### src/rtl/mac_seq_ctrl.sv
// Per-pixel sequencer for a 3x3 MAC: issues cfg_nch buffer reads, accumulates returned
// partial sums onto a bias with saturation, presents result via valid/ready. ReLU option: MAC_SEQ_RELU_EN.
module mac_seq_ctrl #(
  parameter int CH_W   = 8,
  parameter int ADDR_W = 10,
  parameter int MAC_W  = 20,
  parameter int ACC_W  = 32
) (
  input  logic                     clk,
  input  logic                     rst,
  input  logic                     start_i,
  input  logic [CH_W-1:0]          cfg_nch_i,
  input  logic [ADDR_W-1:0]        cfg_base_i,
  input  logic signed [ACC_W-1:0]  cfg_bias_i,
  output logic                     busy_o,
  output logic                     buf_rd_en_o,
  output logic [ADDR_W-1:0]        buf_addr_o,
  output logic                     mac_vld_o,
  input  logic signed [MAC_W-1:0]  mac_acc_i,
  input  logic                     mac_vld_i,
  output logic signed [ACC_W-1:0]  res_o,
  output logic                     res_vld_o,
  input  logic                     res_rdy_i,
  output logic                     done_o
);
  typedef enum logic [1:0] {S_IDLE, S_ISSUE, S_DRAIN, S_OUT} state_t;

  state_t                   state_q;
  logic [CH_W-1:0]          nch_q, ic_q, rc_q, rc_d;
  logic signed [ACC_W-1:0]  acc_q, acc_d;
  logic signed [ACC_W:0]    sum;
  logic                     acc_en;
  logic                     rd_en_q, mac_vld_q, res_vld_q, done_q;
  logic [ADDR_W-1:0]        addr_q;

  // One extra bit of headroom exposes overflow as a mismatch of the top two bits.
  always_comb begin
    acc_en = mac_vld_i && (state_q == S_ISSUE || state_q == S_DRAIN);
    sum    = {acc_q[ACC_W-1], acc_q}
           + {{(ACC_W+1-MAC_W){mac_acc_i[MAC_W-1]}}, mac_acc_i};
    acc_d  = acc_q;
    rc_d   = rc_q;
    if (acc_en) begin
      rc_d = rc_q + CH_W'(1);
      if (sum[ACC_W] != sum[ACC_W-1])
        acc_d = sum[ACC_W] ? {1'b1, {(ACC_W-1){1'b0}}} : {1'b0, {(ACC_W-1){1'b1}}};
      else
        acc_d = sum[ACC_W-1:0];
    end
  end

  always_ff @(posedge clk) begin
    if (rst) begin
      state_q   <= S_IDLE;
      nch_q     <= '0;
      ic_q      <= '0;
      rc_q      <= '0;
      acc_q     <= '0;
      addr_q    <= '0;
      rd_en_q   <= 1'b0;
      mac_vld_q <= 1'b0;
      res_vld_q <= 1'b0;
      done_q    <= 1'b0;
    end else begin
      mac_vld_q <= rd_en_q;
      done_q    <= 1'b0;
      case (state_q)
        S_IDLE: begin
          rd_en_q <= 1'b0;
          if (start_i) begin
            nch_q  <= cfg_nch_i;
            acc_q  <= cfg_bias_i;
            ic_q   <= '0;
            rc_q   <= '0;
            addr_q <= cfg_base_i;
            if (cfg_nch_i == '0) begin
              state_q   <= S_OUT;
              res_vld_q <= 1'b1;
            end else begin
              state_q <= S_ISSUE;
              rd_en_q <= 1'b1;
            end
          end
        end
        S_ISSUE: begin
          acc_q <= acc_d;
          rc_q  <= rc_d;
          ic_q  <= ic_q + CH_W'(1);
          if (ic_q == nch_q - CH_W'(1)) begin
            rd_en_q <= 1'b0;
            state_q <= S_DRAIN;
          end else begin
            addr_q <= addr_q + ADDR_W'(1);
          end
        end
        S_DRAIN: begin
          acc_q <= acc_d;
          rc_q  <= rc_d;
          if (rc_d == nch_q) begin
            state_q   <= S_OUT;
            res_vld_q <= 1'b1;
          end
        end
        S_OUT: begin
          if (res_rdy_i) begin
            res_vld_q <= 1'b0;
            done_q    <= 1'b1;
            state_q   <= S_IDLE;
          end
        end
        default: state_q <= S_IDLE;
      endcase
    end
  end

  assign busy_o      = (state_q != S_IDLE);
  assign buf_rd_en_o = rd_en_q;
  assign buf_addr_o  = addr_q;
  assign mac_vld_o   = mac_vld_q;
  assign res_vld_o   = res_vld_q;
  assign done_o      = done_q;
`ifdef MAC_SEQ_RELU_EN
  assign res_o = acc_q[ACC_W-1] ? '0 : acc_q;
`else
  assign res_o = acc_q;
`endif
endmodule

### config.mk
export PLATFORM = sky130hd
export DESIGN_NAME = mac_seq_ctrl
export DESIGN_NICKNAME = d
export VERILOG_FILES = /design/src/rtl/mac_seq_ctrl.sv
export SDC_FILE = /design/constraint.sdc
export NUM_CORES = 1
export LEC_CHECK = 0
export ABC_AREA = 1
export BUFFER_PORTS_ARGS = -buffer_cell sky130_fd_sc_hd__buf_4
export CAP_MARGIN = 25
export CORE_MARGIN = 2
export CORE_UTILIZATION = 60
export CTS_CLUSTER_DIAMETER = 100
export DETAILED_ROUTE_END_ITERATION = 16
export PLACE_DENSITY = 0.93
export SETUP_SLACK_MARGIN = 0.05
export SYNTH_ARGS = -nofsm -noshare
export SYNTH_HDL_FRONTEND = slang
export SYNTH_SLANG_ARGS = --single-unit
### constraint.sdc
create_clock -name clk -period 4.3 [get_ports clk]
set_clock_uncertainty 0.15 [all_clocks]
set_input_delay 0.43 -clock clk [delete_from_list [all_inputs] [get_ports clk]]
set_output_delay 0.43 -clock clk [all_outputs]
set_load 0.005 [all_outputs]
==> flow_summary.ini <==
[run_status]
outcome = finished clean

[detailed_routing]
routed_wl_um = 17800
drc = 0
ant_nets = 0
drt-vias-per-instance = 5.438
vias = 7194
wl_per_cell_um = 13.45
drt_first_pass_iters = 6
drt_iter0_markers = 545

[synthesis]
yosys_most_used_dff = dfxtp_1
syn-num-nets = 1191
ys_seq_elements = 72
synth_warnings = 0
muxShareOfSynthArea_pct = 0
synth_top_family_by_area = simple AND/OR/NAND/NOR gates
synth_compound_area_share_pct = 13.47
synth-simple-area-share_pct = 40.46
yosysMostFrequentCell = nand2_1
synth_area_per_cell_sq_um = 5.823
netlist_area_sq_um = 6260
async_flop_share_pct = 0
synth_edf_count = 0
ys_seq_area_share_pct = 23.03
synth_adder_area_share_pct = 8.315
synth_top_area_share_pct = 23.03
ys_top_cells_by_area = dfxtp_1 23%, nand2_1 22%, nor2_1 8.8%
yosysUniqueCellTypes = 43
synth_common_cells = 372 x nand2_1, 147 x nor2_1, 117 x inv_1
syn_inst = 1075
synth_xor_area_share_pct = 5.477
yosysTopAreaCell = dfxtp_1

[setup_path]
path_class = reg -> reg
crit_required_ns = 4.38
reg2reg_to = res_o[7]
crit_arrival_ns = 3.23
worst-path-max-fanout = 22
worst-path-buf-inv = 1
cpMostUsedCell = nand2_1
slowest_stage = a21oi_4
cp_cell_sequence = ha_1, inv_1, fa_1, o21ai_1, nand3_1, nand2_1, nand2_1, nand2_2, nand2_1, nand3_1, nand2_2, a21oi_4, nand2_1, nand2_1, a21oi_1
critPathMaxStageDelay_ns = 0.56
crit_path_end_kind = flip-flop
rr_startpoint = res_o[0]
r2r_slack_ns = 1.15
start_kind = flip-flop
crit_family = simple AND/OR/NAND/NOR gates
rr_worst_depth = 15

[pwr]
power_density_nw_per_um2 = 580.0
vdd_drop_max_mv = 0.3494
p_sw_share_pct = 50.84
total_leakage_power_uw = 0.003855
internal_power_uw = 2118
p_sw_uw = 2191
p_clk_share_pct = 13.0
power_frac_seq_pct = 23.5
combPwrFrac_pct = 63.5

[timing]
fin_setup_tns_ns = 0
tightest_slew_ns = 0.6802
drv_slew = 0
period_minus_slack_ns = 3.150
finalHoldViolCount = 0
max_slew_margin_pct = 54.55
rsz0062_at_grt = no
setup_viol = 0
finalCritPeriodShare_pct = 73.24
timing.final.ws_setup_ns = 1.150
fmax_mhz = 317.5

[placed_design]
place_inst = 1307
io_buffer_count = 121
dpl_worst_slack_ns = 1.142
gp_congestion = 0.9400
dp_hpwl_um = 13660

[grt]
grt_max_degree = 48
grt_antenna_before_repair = 0
first_global_vias = 6591
grt_first_pass_wirelength_um = 30260
track_usage_pct = 32.56
grt_overflow = 0

[floorplanning]
ios = 122
rows = 37
die-area_sq_um = 11270
die_w_um = 106.1
core_sq_um = 10230
start_util_pct = 61.18
die_height_um = 106.1

[cts]
cts_hold_buf = 0
cts_tree = done
root_buffer = clkbuf_8
cts_resized = 0
postCtsSetupBuffers = 0
cts_buffers = 9
cts.clk_slew.worst_paths_ns = 0.09
htree_num_levels = 3
worst_skew_pair.late_latency_ns = 0.36
cts.sinks = 72
clk_path_buf_depth = 2

[finish]
drive_gt1_share_pct = 13.14
final_cells = 1323
n_antenna_cell = 0
nets = 1298
area_growth_pct = 18.67

[job]
max_cap_violations = 0

[hold_path]
whs_path_depth = 5
worstHoldStart = cfg_bias_i[27]
whs_endpoint = res_o[27]
hp-class = in -> reg
-- state kept, by name, summed over array words and instances, names as in the netlist --
signal and count:
res_o 32, buf_addr_o 10, ic_q 8, nch_q 8
rc_q 8, state_q 2, buf_rd_en_o 1, done_o 1
mac_vld_o 1, res_vld_o 1
-- cells by family (layout without fill, tap and decap cells) --
logic type | Yosys count | in the layout
simple gates | 624 | 624
compound gates | 156 | 156
buf+inv | 146 | 258
flops | 72 | 72
fa+ha+maj | 41 | 41
xor+xnor | 36 | 36
-- worst max-delay path by stage --
stage	from	end	slack (ns)	cells past startpoint
CTS	res_o[0]	res_o[7]	1.23	15
global placement	mac_acc_i[0]	res_o[16]	1.25	18
floorplan	mac_acc_i[0]	res_o[23]	1.79	16
finish	res_o[0]	res_o[7]	1.15	15
detailed placement	mac_acc_i[0]	res_o[7]	1.14	18
global route	res_o[0]	res_o[16]	0.85	17
-- worst register-to-register path, cell delays in order (launching register included) --
cell,delay (ns)
dfxtp_1,0.42
ha_1,0.23
inv_1,0.08
fa_1,0.40
o21ai_1,0.19
nand3_1,0.09
nand2_1,0.12
nand2_1,0.08
nand2_2,0.10
nand2_1,0.10
nand3_1,0.10
nand2_2,0.09
a21oi_4,0.56
nand2_1,0.16
nand2_1,0.10
a21oi_1,0.06
-- routing by layer --
metal | track usage (%) | part of all wire [%]
met3 | 5.028 | 9.2
met1 | 44.41 | 44
met5 | 0 | 0
met2 | 52.20 | 44
met4 | 11.56 | 2.6
-- stage by stage --
step | hold slack [ns] | util (%) | power, uW | cell area (sq um)
after global routing | 0.2192 | 72.61 | 4744 | 7428
after global placement | 0.2708 | 70.69 | 3639 | 7232
after CTS | 0.2150 | 72.61 | 4270 | 7428
after floorplan | 0.2810 | - | 2974 | 6260
final | 0.2166 | 72.61 | 4308 | 7428
after detailed placement | 0.2804 | 70.69 | 3697 | 7232
-- placed cells by master (no fill, tap or decap), types with 2 or more instances in the layout --
master	n
a21oi_1	87
buf_4	123
clkbuf_8	9
clkinv_4	2
dfxtp_1	72
ha_1	40
inv_1	117
nand2_1	372
nand2_2	7
nand3_1	63
nand3b_1	3
nand4_1	9
nor2_1	147
nor3_1	11
nor4_1	3
o21a_1	3
o21ai_0	37
o21ai_1	10
o21bai_1	10
or2_2	2
xnor2_1	12
xnor3_1	2
xor2_1	22
-- final cells by class --
class / count / area [sq um]
inverters: 119 / 446.7
clock inverters: 6 / 68.82
repair buffers: 123 / 923.4
clock buffers: 10 / 127.6
multi-input cells: 857 / 4250
flip-flops and latches: 72 / 1441
well taps: 136 / 170.2
fillers: 897 / 2803
-- power groups by stage --
stage	logic (uW)	registers (uW)	clock network (uW)
after floorplan	1990	986	0
after global placement	2620	1020	0
after detailed placement	2680	1020	0
after CTS	2700	1010	563
after global routing	3110	1040	597
final	2740	1010	561
Note: power is estimated with default switching activity, not from simulation.
